`src/rtl/uart_rx_pkg.sv`:
```
// Shared UART constants: oversampling factor and default frame shape.
// Also imported by the transmitter and the top-level baud generator instantiation.
package uart_rx_pkg;

  localparam int OVERSAMPLE  = 16;
  localparam int DEF_DBIT    = 8;
  localparam int DEF_SB_TICK = 16;

  // Counter width for an index over n items, never narrower than one bit.
  function automatic int cnt_width(input int n);
    return (n > 1) ? $clog2(n) : 1;
  endfunction

endpackage

```
`src/rtl/uart_rx_sync_2ff.sv`:
```
// 1-bit two-flop synchronizer with a configurable reset value; 2-cycle latency.
// No flow control: the output follows the input two clocks later.
module sync_2ff #(
  parameter logic RST_VAL = 1'b1
) (
  input  logic clk,
  input  logic reset,
  input  logic d,
  output logic q
);

  logic meta;

  always_ff @(posedge clk) begin
    if (reset) begin
      meta <= RST_VAL;
      q    <= RST_VAL;
    end else begin
      meta <= d;
      q    <= meta;
    end
  end

endmodule

```
`src/rtl/uart_rx.sv`:
```
// 16x-oversampled UART receiver; done pulse one clock after the mid-stop-bit sample.
// No backpressure: each frame overwrites o_dout/o_frame_err when it completes.
module uart_rx
  import uart_rx_pkg::*;
#(
  parameter int DBIT    = DEF_DBIT,
  parameter int SB_TICK = DEF_SB_TICK
) (
  input  logic            i_clk,
  input  logic            i_reset,
  input  logic            i_rx,
  input  logic            i_s_tick,
  output logic            o_rx_done_tick,
  output logic [DBIT-1:0] o_dout,
  output logic            o_frame_err,
  output logic            o_busy
);

  localparam int NW = cnt_width(DBIT);
  // The stop period may exceed one oversampling window, which needs a wider counter.
  localparam int SW = (SB_TICK > OVERSAMPLE) ? 5 : 4;

  localparam logic [SW-1:0] S_MID  = SW'(OVERSAMPLE / 2 - 1);
  localparam logic [SW-1:0] S_LAST = SW'(OVERSAMPLE - 1);
  localparam logic [SW-1:0] S_STOP = SW'(SB_TICK - 1);
  localparam logic [SW-1:0] S_ONE  = SW'(1);
  localparam logic [NW-1:0] N_LAST = NW'(DBIT - 1);
  localparam logic [NW-1:0] N_ONE  = NW'(1);

  typedef enum logic [1:0] {
    IDLE  = 2'd0,
    START = 2'd1,
    DATA  = 2'd2,
    STOP  = 2'd3
  } state_t;

  state_t          state, state_nx;
  logic [SW-1:0]   s, s_nx;
  logic [NW-1:0]   n, n_nx;
  logic [DBIT-1:0] b, b_nx;
  logic            rx_s;
  logic            done_nx;

  sync_2ff #(
    .RST_VAL (1'b1)
  ) u_sync (
    .clk   (i_clk),
    .reset (i_reset),
    .d     (i_rx),
    .q     (rx_s)
  );

  always_ff @(posedge i_clk) begin
    if (i_reset) begin
      state          <= IDLE;
      s              <= '0;
      n              <= '0;
      b              <= '0;
      o_rx_done_tick <= 1'b0;
      o_dout         <= '0;
      o_frame_err    <= 1'b0;
    end else begin
      state          <= state_nx;
      s              <= s_nx;
      n              <= n_nx;
      b              <= b_nx;
      o_rx_done_tick <= done_nx;
      // Result registers update only on the completing edge and hold otherwise.
      if (done_nx) begin
        o_dout      <= b;
        o_frame_err <= ~rx_s;
      end
    end
  end

  always_comb begin
    state_nx = state;
    s_nx     = s;
    n_nx     = n;
    b_nx     = b;
    done_nx  = 1'b0;

    unique case (state)
      IDLE: begin
        // The start edge is taken without waiting for a tick to keep alignment tight.
        if (!rx_s) begin
          state_nx = START;
          s_nx     = '0;
        end
      end

      START: begin
        if (i_s_tick) begin
          if (s == S_MID) begin
            if (!rx_s) begin
              state_nx = DATA;
              s_nx     = '0;
              n_nx     = '0;
            end else begin
              state_nx = IDLE;
            end
          end else begin
            s_nx = s + S_ONE;
          end
        end
      end

      DATA: begin
        if (i_s_tick) begin
          if (s == S_LAST) begin
            s_nx = '0;
            b_nx = {rx_s, b[DBIT-1:1]};
            if (n == N_LAST) begin
              state_nx = STOP;
            end else begin
              n_nx = n + N_ONE;
            end
          end else begin
            s_nx = s + S_ONE;
          end
        end
      end

      STOP: begin
        if (i_s_tick) begin
          if (s == S_STOP) begin
            state_nx = IDLE;
            done_nx  = 1'b1;
          end else begin
            s_nx = s + S_ONE;
          end
        end
      end

      default: state_nx = IDLE;
    endcase
  end

  assign o_busy = (state != IDLE);

endmodule

```
`config.mk`:
```
export PLATFORM = sky130hd
export DESIGN_NAME = uart_rx
export DESIGN_NICKNAME = d
export VERILOG_FILES = /design/src/rtl/uart_rx_pkg.sv /design/src/rtl/uart_rx_sync_2ff.sv /design/src/rtl/uart_rx.sv
export SDC_FILE = /design/constraint.sdc
export NUM_CORES = 1
export LEC_CHECK = 0
export ABC_AREA = 1
export CAP_MARGIN = 20
export CELL_PAD_IN_SITES_DETAIL_PLACEMENT = 1
export CELL_PAD_IN_SITES_GLOBAL_PLACEMENT = 2
export CORE_UTILIZATION = 31
export DETAILED_ROUTE_END_ITERATION = 16
export PLACE_DENSITY_LB_ADDON = 0.25
export SLEW_MARGIN = 10
export SYNTH_ARGS = -nofsm -noshare
export SYNTH_HDL_FRONTEND = slang
export SYNTH_SLANG_ARGS = --single-unit
```
`constraint.sdc`:
```
create_clock -name i_clk -period 1.7 [get_ports i_clk]
set_input_delay 0.34 -clock i_clk [delete_from_list [all_inputs] [get_ports i_clk]]
set_output_delay 0.34 -clock i_clk [all_outputs]
set_load 0.05 [all_outputs]
```
==> results of run 1 <==
metal layers:
layer | share of wire | up-vias | routed length [um]
met5 | 0 | - | 0
met4 | 0.011 | 0 | 34
met3 | 0.026 | 4 | 82
met2 | 0.49 | 11 | 1510
met1 | 0.47 | 543 | 1470
li1 | - | 601 | -
path summary, 6_finish.rpt:
path                                  end  depth (start not counted)  slack (ns)   startpoint
worst max-delay path            o_dout[7]                          8        0.15         s[0]
worst min-delay path             u_sync.q                          1        0.41  u_sync.meta
worst min register to register   u_sync.q                          1        0.41  u_sync.meta
worst max register to register  o_dout[7]                          8        0.15         s[0]
sequential cells by signal, indices dropped and copies added, names as in the netlist, named ones only:
signal	flops
u_sync.q	1
u_sync.meta	1
b	8
n	3
o_frame_err	1
o_rx_done_tick	1
o_dout	8
s	4
state	1
critical path: stages, from the launching register on:
cell and delay [ns]:
dfxtp_1 0.38, ha_1 0.29, nand2_2 0.09, nor2_4 0.12, nand2_2 0.09, nor2_4 0.10
buf_4 0.20, o21ai_1 0.07, nor2_1 0.12
area by class of cell:
type	instances	area, um^2
fill	513	2480
multi-input combinational	129	654
sequential	29	581
timing repair buffer	16	140
clock buffer	6	72.6
tap	50	62.6
inverter	15	56.3
clock inverter	2	10.0
power groups by stage:
stage | sequential (mW) | combinational [mW] | clock, mW
2_1_floorplan | 0.721 | 0.176 | 0
3_3_place_gp | 0.743 | 0.214 | 0
3_5_place_dp | 0.744 | 0.218 | 0
4_1_cts | 0.729 | 0.219 | 0.562
5_1_grt | 0.732 | 0.244 | 0.595
6_report | 0.728 | 0.216 | 0.542
cell usage after synthesis, types with 2 or more instances:
cell | number | area share
nand2_2 | 5 | 0.024
nor2_1 | 43 | 0.12
inv_2 | 4 | 0.011
o21ai_0 | 8 | 0.030
inv_1 | 11 | 0.031
nand3b_1 | 2 | 0.011
or2_2 | 2 | 0.0094
a21oi_2 | 2 | 0.013
nand3_1 | 10 | 0.038
a21oi_1 | 8 | 0.030
nor2_4 | 5 | 0.042
o21ai_1 | 8 | 0.030
dfxtp_1 | 29 | 0.44
ha_1 | 3 | 0.028
nand2_1 | 27 | 0.076
buf_4 | 2 | 0.011
metrics by stage:
stage / power, mW / setup slack (ns)
floorplan: 0.897 / 0.337
global placement: 0.956 / 0.0478
detailed placement: 0.963 / -0.0457
CTS: 1.51 / 0.123
global route: 1.57 / 0.00228
finish: 1.49 / 0.151
kinds of logic (layout without fill, tap and decap cells):
group                      Yosys count  after routing  synth area share
buffers and inverters               20             39            0.0689
AOI/OAI and AO/OA                   27             27             0.110
xor gates and xnor gates             1              1           0.00660
and+or+nand+nor                     98             98             0.348
DFF                                 29             29             0.438
adders and majority gates            3              3            0.0283
==> results.cfg, run 1 <==
[status]
status = finished clean

[grt]
grt_remaining_overflow = 0
antenna_found_initial = 0
grt_start_max_net_pins = 23
grt_usage = 0.164
use_met1 = 0.200
grtUsageMet3 = 0.0456
grt_pass1_wl_um = 5420
grt_pass1_vias = 1190
top_usage_layer = met2
grt_use_met2 = 0.269

[clock_network]
cts-buffers-inserted = 5
h-tree-depth = 2
clkTransAtPathRegs_ns = 0.06
cts_buffer_depth = 2
clk_latency_ns = 0.27
ctsHoldBuffers = 0
cts_resized = 0
cts-root-buf = clkbuf_8
post_cts_buffers = 0
cts_tree = done
numClockSinks = 29

[synthesis]
synthFlopType = dfxtp_1
yosysWarnings = 0
synth_cells = 178
netlist_area_um2 = 1330
syn-mean-instance-area_um2 = 7.45
synth_fp_nets = 185
synth-async-reset-ratio = 0
synth-edff-count = 0
ys_seq_elements = 29
yosysUniqueCellTypes = 25
seq_area_frac_synth = 0.438

[placed_design]
globalplace.congestion = 0.822
placed_cells = 239
dp_hpwl_um = 2290
placed_area_um2 = 1490
port_buffers = 14

[final_layout]
drive_gt1_frac = 0.213
layout_commonest_cell = nor2_1
nets = 203
fin_area_um2 = 1580
final_cell_mix = nor2_1 (43), dfxtp_1 (29), nand2_1 (27), buf_4 (12), inv_1 (11)
syn_to_final_growth_pct = 18.9
diodes = 0
utilization = 0.389
stdcell_count = 247

[floorplan]
die_w_um = 67.4
coreArea_um2 = 4060
io_pins = 15
die_h_um = 67.4
die_area_um2 = 4540
num_rows = 23
initial_utilization = 0.327

[timing]
fmax_mhz = 645
hold_viol_final = 0
finalClockSkew_ns = 0.00347
worst_hold_slack_ns = 0.412
post-route-period-util = 0.911
worst_slew_margin_rel = 0.592
period_needed_ns = 1.55
slew_violations = 0
finalSetupTns_ns = 0
tightest_slew_ns = 0.612
rsz0062_at_grt = no
finalSetupViolations = 0

[critical_path]
required_ns = 1.91
crit_path_end_kind = register
critical_path_class = reg2reg
worstSetupStartpointType = register
cp.arrival_ns = 1.76
worstPathMaxFanout = 10

[routing]
num_vias = 1159
wirelength_um = 3100
dr.pass1.iters = 4
drt_first_iter_violations = 44
drc_errors = 0
wl_per_cell_um = 12.5
ant_nets = 0
vias_per_cell = 4.69

[min_path]
hp-class = reg2reg

[power]
ir_worst_vdd_mv = 0.449
p_leak_nw = 0.704
p_int_mw = 1.06
share_seq_of_total_power = 0.490
powerDensity_nw_per_um2 = 942
clockPowerShare = 0.365
netSwitchingFraction = 0.284
switchingPower_mw = 0.422
p_comb_frac = 0.145

[flow_run]
max_cap_viol_count = 0
(Power assumes the default switching activity.)
==> inputs of run 2 (changes only) <==
--- a/config.mk
+++ b/config.mk
@@ -11,6 +11,7 @@
 export CELL_PAD_IN_SITES_GLOBAL_PLACEMENT = 2
 export CORE_UTILIZATION = 31
 export DETAILED_ROUTE_END_ITERATION = 16
+export HOLD_SLACK_MARGIN = 0.1
 export PLACE_DENSITY_LB_ADDON = 0.25
 export SLEW_MARGIN = 10
 export SYNTH_ARGS = -nofsm -noshare
==> results of run 2 <==
The final DEF is identical to that of run 1; final timing and power are the same.
==> inputs of run 3 (changes only) <==
--- a/config.mk
+++ b/config.mk
@@ -9,10 +9,12 @@
 export CAP_MARGIN = 20
 export CELL_PAD_IN_SITES_DETAIL_PLACEMENT = 1
 export CELL_PAD_IN_SITES_GLOBAL_PLACEMENT = 2
-export CORE_UTILIZATION = 31
+export CORE_UTILIZATION = 35
 export DETAILED_ROUTE_END_ITERATION = 16
+export DONT_BUFFER_PORTS = 1
 export HOLD_SLACK_MARGIN = 0.1
 export PLACE_DENSITY_LB_ADDON = 0.25
+export RECOVER_POWER = 100
 export SLEW_MARGIN = 10
 export SYNTH_ARGS = -nofsm -noshare
 export SYNTH_HDL_FRONTEND = slang
==> run 3 against run 2 <==
  * Register-to-register slack about the same
  * Clock skew up 0.0034 ns
  * Routed wire length up 1.6%
  * Sequential power down 1%
  * Clock-buffer cell count down 1
  * Sequential share of layout area up 3.0 points
  * Fmax down 4.0%
  * Non-clock buffer count down 11
==> results.cfg, run 3 (synthesis gave the netlist of run 1 again) <==
[routing]
num_vias = 1115
dr.pass1.iters = 4
drt_first_iter_violations = 41
vias_per_cell = 4.85
drc_errors = 0
ant_nets = 0
wirelength_um = 3150
wl_per_cell_um = 13.7

[floorplan]
die_h_um = 63.6
die_w_um = 63.6
io_pins = 15
die_area_um2 = 4040
initial_utilization = 0.382
num_rows = 21
coreArea_um2 = 3470

[flow_run]
max_cap_viol_count = 0

[timing]
rsz0062_at_grt = no
worst_slew_margin_rel = 0.638
finalSetupTns_ns = 0
finalClockSkew_ns = 0.00687
finalSetupViolations = 0
period_needed_ns = 1.61
hold_viol_final = 0
post-route-period-util = 0.949
tightest_slew_ns = 0.542
slew_violations = 0
fmax_mhz = 620

[final_layout]
fin_area_um2 = 1460
drive_gt1_frac = 0.174
ff_latch_area_um2 = 581
diodes = 0
final_cell_mix = nor2_1 (43), dfxtp_1 (29), nand2_1 (28), inv_1 (11), nand3_1 (10)
nets = 192
stdcell_count = 230
syn_to_final_growth_pct = 9.91
multi_input_area_um2 = 652
largestRegisters = b (8), o_dout (8), s (4)
layout_commonest_cell = nor2_1
nFillCells = 449

[power]
powerDensity_nw_per_um2 = 995
p_leak_nw = 0.640
power.total_mw = 1.45
ir_worst_vdd_mv = 0.465

[clock_network]
cts-root-buf = clkbuf_8
cts_buffer_depth = 2
cts-buffers-inserted = 5
post_cts_buffers = 0
ctsHoldBuffers = 0
cts_tree = done
cts_resized = 0
clkTransAtPathRegs_ns = 0.06
clk_latency_ns = 0.28
h-tree-depth = 2
numClockSinks = 29

[grt]
antenna_found_initial = 0
grt_pass1_vias = 1122
grt_usage = 0.177
grt_pass1_wl_um = 5330
grt_remaining_overflow = 0
grt_start_max_net_pins = 23

[critical_path]
cpPeakStageDelay_ns = 0.43
crit_path_end_kind = primary output
critical_path_class = reg2out
cp.arrival_ns = 1.27
worstPathCellList = buf_4 > nor2_4 > inv_1 > clkbuf_4
worstSetupStartpointType = register
required_ns = 1.36
slowest_stage = dfxtp_1
worstPathMaxFanout = 6

[status]
status = finished clean

[placed_design]
placed_cells = 224
port_buffers = 0
placed_area_um2 = 1390
dp_hpwl_um = 2320
globalplace.congestion = 0.760

[min_path]
hp-class = in2reg
[run 3: per-layer routing]
layer,part of all wire,GRT usage,vias to the layer above
met1,0.46,0.209,523
met5,0,0,-
met4,0.011,0.0938,0
met2,0.48,0.285,15
met3,0.046,0.0525,4
li1,-,-,573
[run 3: where the power goes]
group	internal (mW)	switching (mW)
clock	0.268	0.249
combinational	0.0700	0.144
sequential	0.698	0.0217
total	1.04	0.415
[run 3: final timing paths]
| check | start | to | slack, ns | cells past startpoint |
|---|---|---|---|---|
| min | i_reset | register | 0.12 | 1 |
| max reg2reg | s[0] | o_dout[1] | 0.16 | 8 |
| max | state[0] | o_busy | 0.09 | 4 |
| min reg2reg | u_sync.meta | u_sync.q | 0.42 | 1 |
[run 3: area by class of cell]
class	count	area share
Multi-Input combinational cell	129	0.447
Sequential cell	29	0.398
Clock buffer	5	0.0472
Tap cell	46	0.0395
Inverter	15	0.0386
Timing Repair Buffer	5	0.0258
Clock inverter	1	0.00343
[run 3: through the flow]
stage	utilization	worst slack, ns	hold WS [ns]
finish	0.420	0.0870	0.122
global route	0.420	0.0239	0.115
CTS	0.421	0.102	0.116
detailed placement	0.400	0.176	0.403
global placement	0.400	0.226	0.402
floorplan	-	0.337	0.389
[run 3: worst max-delay path, delay by kind of cell, from the launching register on]
family,cells,cell delay (ns)
buffers and inverters,3,0.52
DFF,1,0.43
and+or+nand+nor,1,0.04
